[src/rtl/inst_fetch_align.sv]
// Fetch/align stage: issues word-aligned fetches, buffers returned halfwords and
// presents one RVC or 32-bit instruction (possibly word-straddling) per handshake.
module inst_fetch_align #(
  parameter logic [31:0] RESET_PC = 32'h0000_0000
) (
  input  logic        clk,
  input  logic        rst_n,
  output logic        mem_req,
  output logic [31:0] mem_addr,
  input  logic        mem_valid,
  input  logic [31:0] mem_rdata,
  input  logic        redirect,
  input  logic [31:0] redirect_pc,
  output logic        out_valid,
  input  logic        out_ready,
  output logic [31:0] out_inst,
  output logic        out_compressed,
  output logic [31:0] out_pc
);

  localparam logic [31:0] RESET_FETCH = {RESET_PC[31:2], 2'b00};
  localparam logic [31:0] RESET_HEAD  = {RESET_PC[31:1], 1'b0};

  logic [15:0] hw_q [4];
  logic [15:0] hw_d [4];
  logic [15:0] shifted [4];
  logic [2:0]  count_q, count_d;
  logic [31:0] head_pc_q, head_pc_d;
  logic [31:0] fetch_addr_q, fetch_addr_d;
  logic        outstanding_q, outstanding_d;
  logic        drop_q, drop_d;
  logic        skip_lo_q, skip_lo_d;

  logic        head_compressed;
  logic        consume;
  logic        resp;
  logic [2:0]  consumed;
  logic [2:0]  base;

  assign head_compressed = (hw_q[0][1:0] != 2'b11);
  assign out_valid       = head_compressed ? (count_q >= 3'd1) : (count_q >= 3'd2);
  assign out_compressed  = out_valid & head_compressed;
  assign out_inst        = !out_valid      ? 32'h0 :
                           head_compressed ? {16'h0000, hw_q[0]} : {hw_q[1], hw_q[0]};
  assign out_pc          = head_pc_q;

  // Never request while in reset, so the first request lands right after release.
  assign mem_req  = rst_n & !outstanding_q & !redirect & (count_q <= 3'd2);
  assign mem_addr = fetch_addr_q;

  always_comb begin
    consume  = out_valid & out_ready & !redirect;
    resp     = mem_valid & outstanding_q;
    consumed = consume ? (head_compressed ? 3'd1 : 3'd2) : 3'd0;
    base     = count_q - consumed;

    case (consumed)
      3'd1:    shifted = '{hw_q[1], hw_q[2], hw_q[3], 16'h0000};
      3'd2:    shifted = '{hw_q[2], hw_q[3], 16'h0000, 16'h0000};
      default: shifted = hw_q;
    endcase

    hw_d          = shifted;
    count_d       = base;
    head_pc_d     = head_pc_q + {28'h0, consumed, 1'b0};
    fetch_addr_d  = fetch_addr_q;
    outstanding_d = outstanding_q;
    drop_d        = drop_q;
    skip_lo_d     = skip_lo_q;

    if (mem_req) begin
      outstanding_d = 1'b1;
      fetch_addr_d  = fetch_addr_q + 32'd4;
    end

    // Responses land behind whatever survived this cycle's consume.
    if (resp) begin
      outstanding_d = 1'b0;
      if (drop_q) begin
        drop_d = 1'b0;
      end else if (skip_lo_q) begin
        skip_lo_d = 1'b0;
        for (int i = 0; i < 4; i++) begin
          if (int'(base) == i) hw_d[i] = mem_rdata[31:16];
        end
        count_d = base + 3'd1;
      end else begin
        for (int i = 0; i < 4; i++) begin
          if (int'(base) == i)     hw_d[i] = mem_rdata[15:0];
          if (int'(base) + 1 == i) hw_d[i] = mem_rdata[31:16];
        end
        count_d = base + 3'd2;
      end
    end

    if (redirect) begin
      hw_d          = hw_q;
      count_d       = 3'd0;
      head_pc_d     = redirect_pc & ~32'h1;
      fetch_addr_d  = redirect_pc & ~32'h3;
      skip_lo_d     = redirect_pc[1];
      outstanding_d = outstanding_q & !mem_valid;
      drop_d        = outstanding_q & !mem_valid;
    end
  end

  always_ff @(posedge clk or negedge rst_n) begin
    if (!rst_n) begin
      hw_q          <= '{default: 16'h0000};
      count_q       <= 3'd0;
      head_pc_q     <= RESET_HEAD;
      fetch_addr_q  <= RESET_FETCH;
      outstanding_q <= 1'b0;
      drop_q        <= 1'b0;
      skip_lo_q     <= RESET_PC[1];
    end else begin
      hw_q          <= hw_d;
      count_q       <= count_d;
      head_pc_q     <= head_pc_d;
      fetch_addr_q  <= fetch_addr_d;
      outstanding_q <= outstanding_d;
      drop_q        <= drop_d;
      skip_lo_q     <= skip_lo_d;
    end
  end

endmodule

[config.mk]
export PLATFORM = sky130hd
export DESIGN_NAME = inst_fetch_align
export DESIGN_NICKNAME = d
export VERILOG_FILES = /design/src/rtl/inst_fetch_align.sv
export SDC_FILE = /design/constraint.sdc
export NUM_CORES = 1
export LEC_CHECK = 0
export BUFFER_PORTS_ARGS = -buffer_cell sky130_fd_sc_hd__buf_2
export CAP_MARGIN = 10
export CORE_MARGIN = 5
export CORE_UTILIZATION = 57
export DETAILED_ROUTE_END_ITERATION = 12
export GPL_ROUTABILITY_DRIVEN = 0
export PLACE_DENSITY = 0.87
export SKIP_CTS_REPAIR_TIMING = 1
export SLEW_MARGIN = 20
export SYNTH_ARGS = -nofsm -noshare
export SYNTH_HDL_FRONTEND = slang
export SYNTH_SLANG_ARGS = --single-unit
[constraint.sdc]
create_clock -name clk -period 5.8 [get_ports clk]
set_input_delay 0.87 -clock clk [delete_from_list [all_inputs] [get_ports clk]]
set_output_delay 0.87 -clock clk [all_outputs]
set_load 0.02 [all_outputs]
==> flow_metrics.env <==
export IMPL_detail_route_first_pass_iterations=6
export IMPL_place_hpwl_um=20100
export IMPL_io_pin_count=168
export IMPL_combinational_family_with_the_most_area_after_synthesis="compound AO/OA/AOI/OAI gates"
export IMPL_worst_path_max_fanout=26
export IMPL_power_frac_seq_pct=32.7
export IMPL_syn_area_per_cell_um2=8.54
export IMPL_vias_per_cell=7.14
export IMPL_synth_xor_area_share_pct=3.17
export IMPL_internal_power_uw=2390
export IMPL_fillerInstances=1290
export IMPL_synth_compound_gate_area_share_pct=30.8
export IMPL_drv_max_cap_violation_count=0
export IMPL_placed_area_um2=9970
export IMPL_worstSetupStartpointType="primary input"
export IMPL_min_period_over_period_pct=77.3
export IMPL_clkLatencyLatePin_ns=0.43
export IMPL_drt_iter0_markers=1544
export IMPL_cts_num_sinks=131
export IMPL_skew_ns=0.0124
export IMPL_crit_path_max_incr_delay_ns=0.79
export IMPL_avgRoutedWirePerCell_um=22.6
export IMPL_switchingPower_uw=1890
export IMPL_cts_buffers_inserted=17
export IMPL_power_leakage_uw=0.00449
export IMPL_crit_reg2reg_launch="count_q[2]"
export IMPL_synthesis_area_um2=9110
export IMPL_cts_h_tree_depth=4
export IMPL_antenna_violating_nets_post_route=0
export IMPL_grt_pass1_vias=9532
export IMPL_yosysWarnings=0
export IMPL_run_status="finished, final reports clean"
export IMPL_critical_path_slowest_cell="and4_1"
export IMPL_multi_input_area_um2=5340
export IMPL_layout_drive_gt1_share_pct=20.1
export IMPL_crit_path_end_kind="flop"
export IMPL_post_layout_nonfiller_instances=1393
export IMPL_grt_first_pass_wirelength_um=50000
export IMPL_worst_endpoint_required_ns=6.12
export IMPL_tns_ns=0
export IMPL_synth_register_bits=131
export IMPL_syn_inst=1067
export IMPL_report_final_hold_viol_count=0
export IMPL_yosys_area_share_simple_pct=19.8
export IMPL_overflow=0
export IMPL_clockBufferDepth=2
export IMPL_syn_to_final_growth_pct=15.9
export IMPL_die_w_um=136
export IMPL_seq_area_frac_synth_pct=36.0
export IMPL_place_inst=1361
export IMPL_final_max_slew_viol_count=0
export IMPL_maximum_number_of_pins_on_one_net_before_global_route_repair=85
export IMPL_combinationalPowerShare_pct=41.9
export IMPL_num_vias=9946
export IMPL_crit_cells=14
export IMPL_core_area_um2=15800
export IMPL_rsz0062_at_grt="no"
export IMPL_grt_use_total_pct=34.1
export IMPL_min_path_type="in -> async"
export IMPL_critPathLaunch="out_ready"
export IMPL_design_die_area_um2=18600
export IMPL_initial_utilization_pct=57.8
export IMPL_max_frequency_mhz=223
export IMPL_grt_antenna_before_repair=0
export IMPL_worst_ep_arrival_time_ns=4.80
export IMPL_wirelength_um=31500
export IMPL_postSynth_topFlopCell="dfrtp_1"
export IMPL_power_switching_fraction_pct=44.1
export IMPL_post_synth_edffs=0
export IMPL_yosys_mux_area_fraction_pct=2.12
export IMPL_cts_tree="done"
export IMPL_worst_slew_pin_transition_ns=1.08
export IMPL_cp_buffers_inverters=4
export IMPL_critical_path_class="in -> reg"
export IMPL_drcViolationCount=0
export IMPL_powerDensity_nw_per_um2=406
export IMPL_layout_area_seq_um2=3280
export IMPL_clk_pin_slew_ns=0.06
export IMPL_slew_headroom_pct=27.7
export IMPL_place_port_buffers=163
export IMPL_crit_family="simple AND/OR/NAND/NOR gates"
export IMPL_period_minus_slack_ns=4.48
export IMPL_peak_supply_drop_v=0.000264
export IMPL_synthArstFlopShare_pct=100
export IMPL_final_area_um2=10600
export IMPL_ff2ff_path_depth=13
export IMPL_crit_chain="buf_2, nand2b_1, nor3_2, ha_1, inv_1, fa_1, xnor2_1, buf_4, inv_1, ha_1, and4_1, nor3_1, a221o_1, a221o_1"
export IMPL_floorplan_rows=46
export IMPL_finish_net_count=1247
export IMPL_synth_cell_types=66
export IMPL_setup_viol=0
export IMPL_antenna_diode_count=0
export IMPL_synthAdderAreaFrac_pct=2.09
export IMPL_pwr_share_clk_pct=25.3
export IMPL_die_height_um=136
export IMPL_clock_tree_root_cell="clkbuf_16"
registers in the layout (all words and copies together), names as in the netlist:
| name | cells |
|---|---|
| outstanding_q | 1 |
| out_pc | 31 |
| count_q | 3 |
| hw_q | 64 |
| mem_addr | 30 |
| drop_q | 1 |
| skip_lo_q | 1 |
per-stage QoR:
step / setup WS (ns) / util [%] / hold WS, ns / power (µW)
global route: 1.07 / 66.9 / 0.442 / 4480
finish: 1.32 / 66.9 / 0.389 / 4280
floorplan: 1.19 / - / 0.483 / 2530
detailed placement: 0.968 / 63.2 / 0.525 / 3120
global placement: 1.04 / 63.2 / 0.521 / 3060
CTS: 1.41 / 66.9 / 0.413 / 4200
cells in the final DEF, fill, tap and decap left out, drive strengths merged, types with 18 or more instances in the layout:
cell type  netlist  routed
a22oi           47      47
and2            28      28
inv             30      33
a21oi           55      55
o21ai           88      88
nor2b           18      18
nor3            31      31
nand3           64      64
a22o            39      39
xnor2           22      22
nand2           83      83
nand4           23      23
buf             30     182
dfrtp          131     131
nor2            36      36
synthesized netlist by cell type (all sizes together), types with 7 or more instances:
| master | instances | area (µm²) |
|---|---|---|
| o22ai | 13 | 81.3 |
| nor4 | 8 | 65.1 |
| mux2i | 8 | 80.1 |
| clkbuf | 76 | 285 |
| dfrtp | 131 | 3280 |
| buf | 30 | 153 |
| a21oi | 55 | 275 |
| nand2 | 83 | 312 |
| o211ai | 12 | 90.1 |
| ha | 12 | 150 |
| nor2 | 36 | 135 |
| xor2 | 11 | 96.3 |
| a22oi | 47 | 353 |
| or3 | 11 | 70.1 |
| o21ai | 88 | 440 |
| o41ai | 10 | 87.6 |
| nor3 | 31 | 155 |
| inv | 30 | 113 |
| or4 | 10 | 75.1 |
| o311ai | 12 | 105 |
| a22o | 39 | 342 |
| a221oi | 17 | 149 |
| a32oi | 9 | 78.8 |
| mux2 | 10 | 113 |
| a221o | 15 | 150 |
| and4 | 7 | 61.3 |
| xnor2 | 22 | 193 |
| a2111oi | 9 | 78.8 |
| nand3 | 64 | 320 |
| nand4 | 23 | 150 |
| a32o | 11 | 110 |
| and2 | 28 | 175 |
| and3 | 13 | 81.3 |
| a222oi | 7 | 70.1 |
| o31ai | 8 | 60.1 |
| nor2b | 18 | 113 |
routing by layer:
layer	vias up	wire [µm]	GRT usage (%)
met5	-	0	0
li1	4304	-	-
met3	164	4210	10.2
met1	4668	11800	45.3
met4	0	1700	18.3
met2	810	13800	50.0
cell families after synthesis:
| kind of cell | count (synthesis) |
|---|---|
| adder cells (fa/ha/maj) | 14 |
| XOR/XNOR | 33 |
| other | 1 |
| AND/OR/NAND/NOR | 343 |
| buffers and inverters | 136 |
| flip-flops | 131 |
| multiplexers | 18 |
| AO/OA/AOI/OAI | 391 |
cell type report:
class,instances,share of cell area [%]
clock inverters,15,1.48
well taps,216,2.56
multi-input cells,802,50.6
inverters,30,1.07
repair buffers,182,9.17
clock buffers,17,4.03
flip-flops and latches,131,31.1
worst paths after layout:
path                            slack, ns   endpoint
worst max register to register       1.34   hw_q[49]
min in group clk                     0.55   hw_q[17]
worst min-delay path                 0.39  out_pc[3]
worst min register to register       0.55   hw_q[17]
max in group asynchronous            4.31   hw_q[44]
worst max-delay path                 1.32   hw_q[49]
worst reg2reg max path, stage by stage (launching register included):
cell	delay, ns
dfrtp_1	0.60
nor3_1	0.16
nor3_2	0.23
ha_1	0.17
inv_1	0.05
fa_1	0.37
xnor2_1	0.17
buf_4	0.24
inv_1	0.21
ha_1	0.54
and4_1	0.80
nor3_1	0.16
a221o_1	0.34
a221o_1	0.32
power by group through the flow:
stage / Clock, µW / Combinational (µW) / Sequential (µW)
floorplan: 0 / 1180 / 1360
global placement: 0 / 1670 / 1390
detailed placement: 0 / 1720 / 1400
CTS: 1080 / 1730 / 1390
global route: 1120 / 1930 / 1430
finish: 1080 / 1800 / 1400
Note: power is estimated with default switching activity, not from simulation.
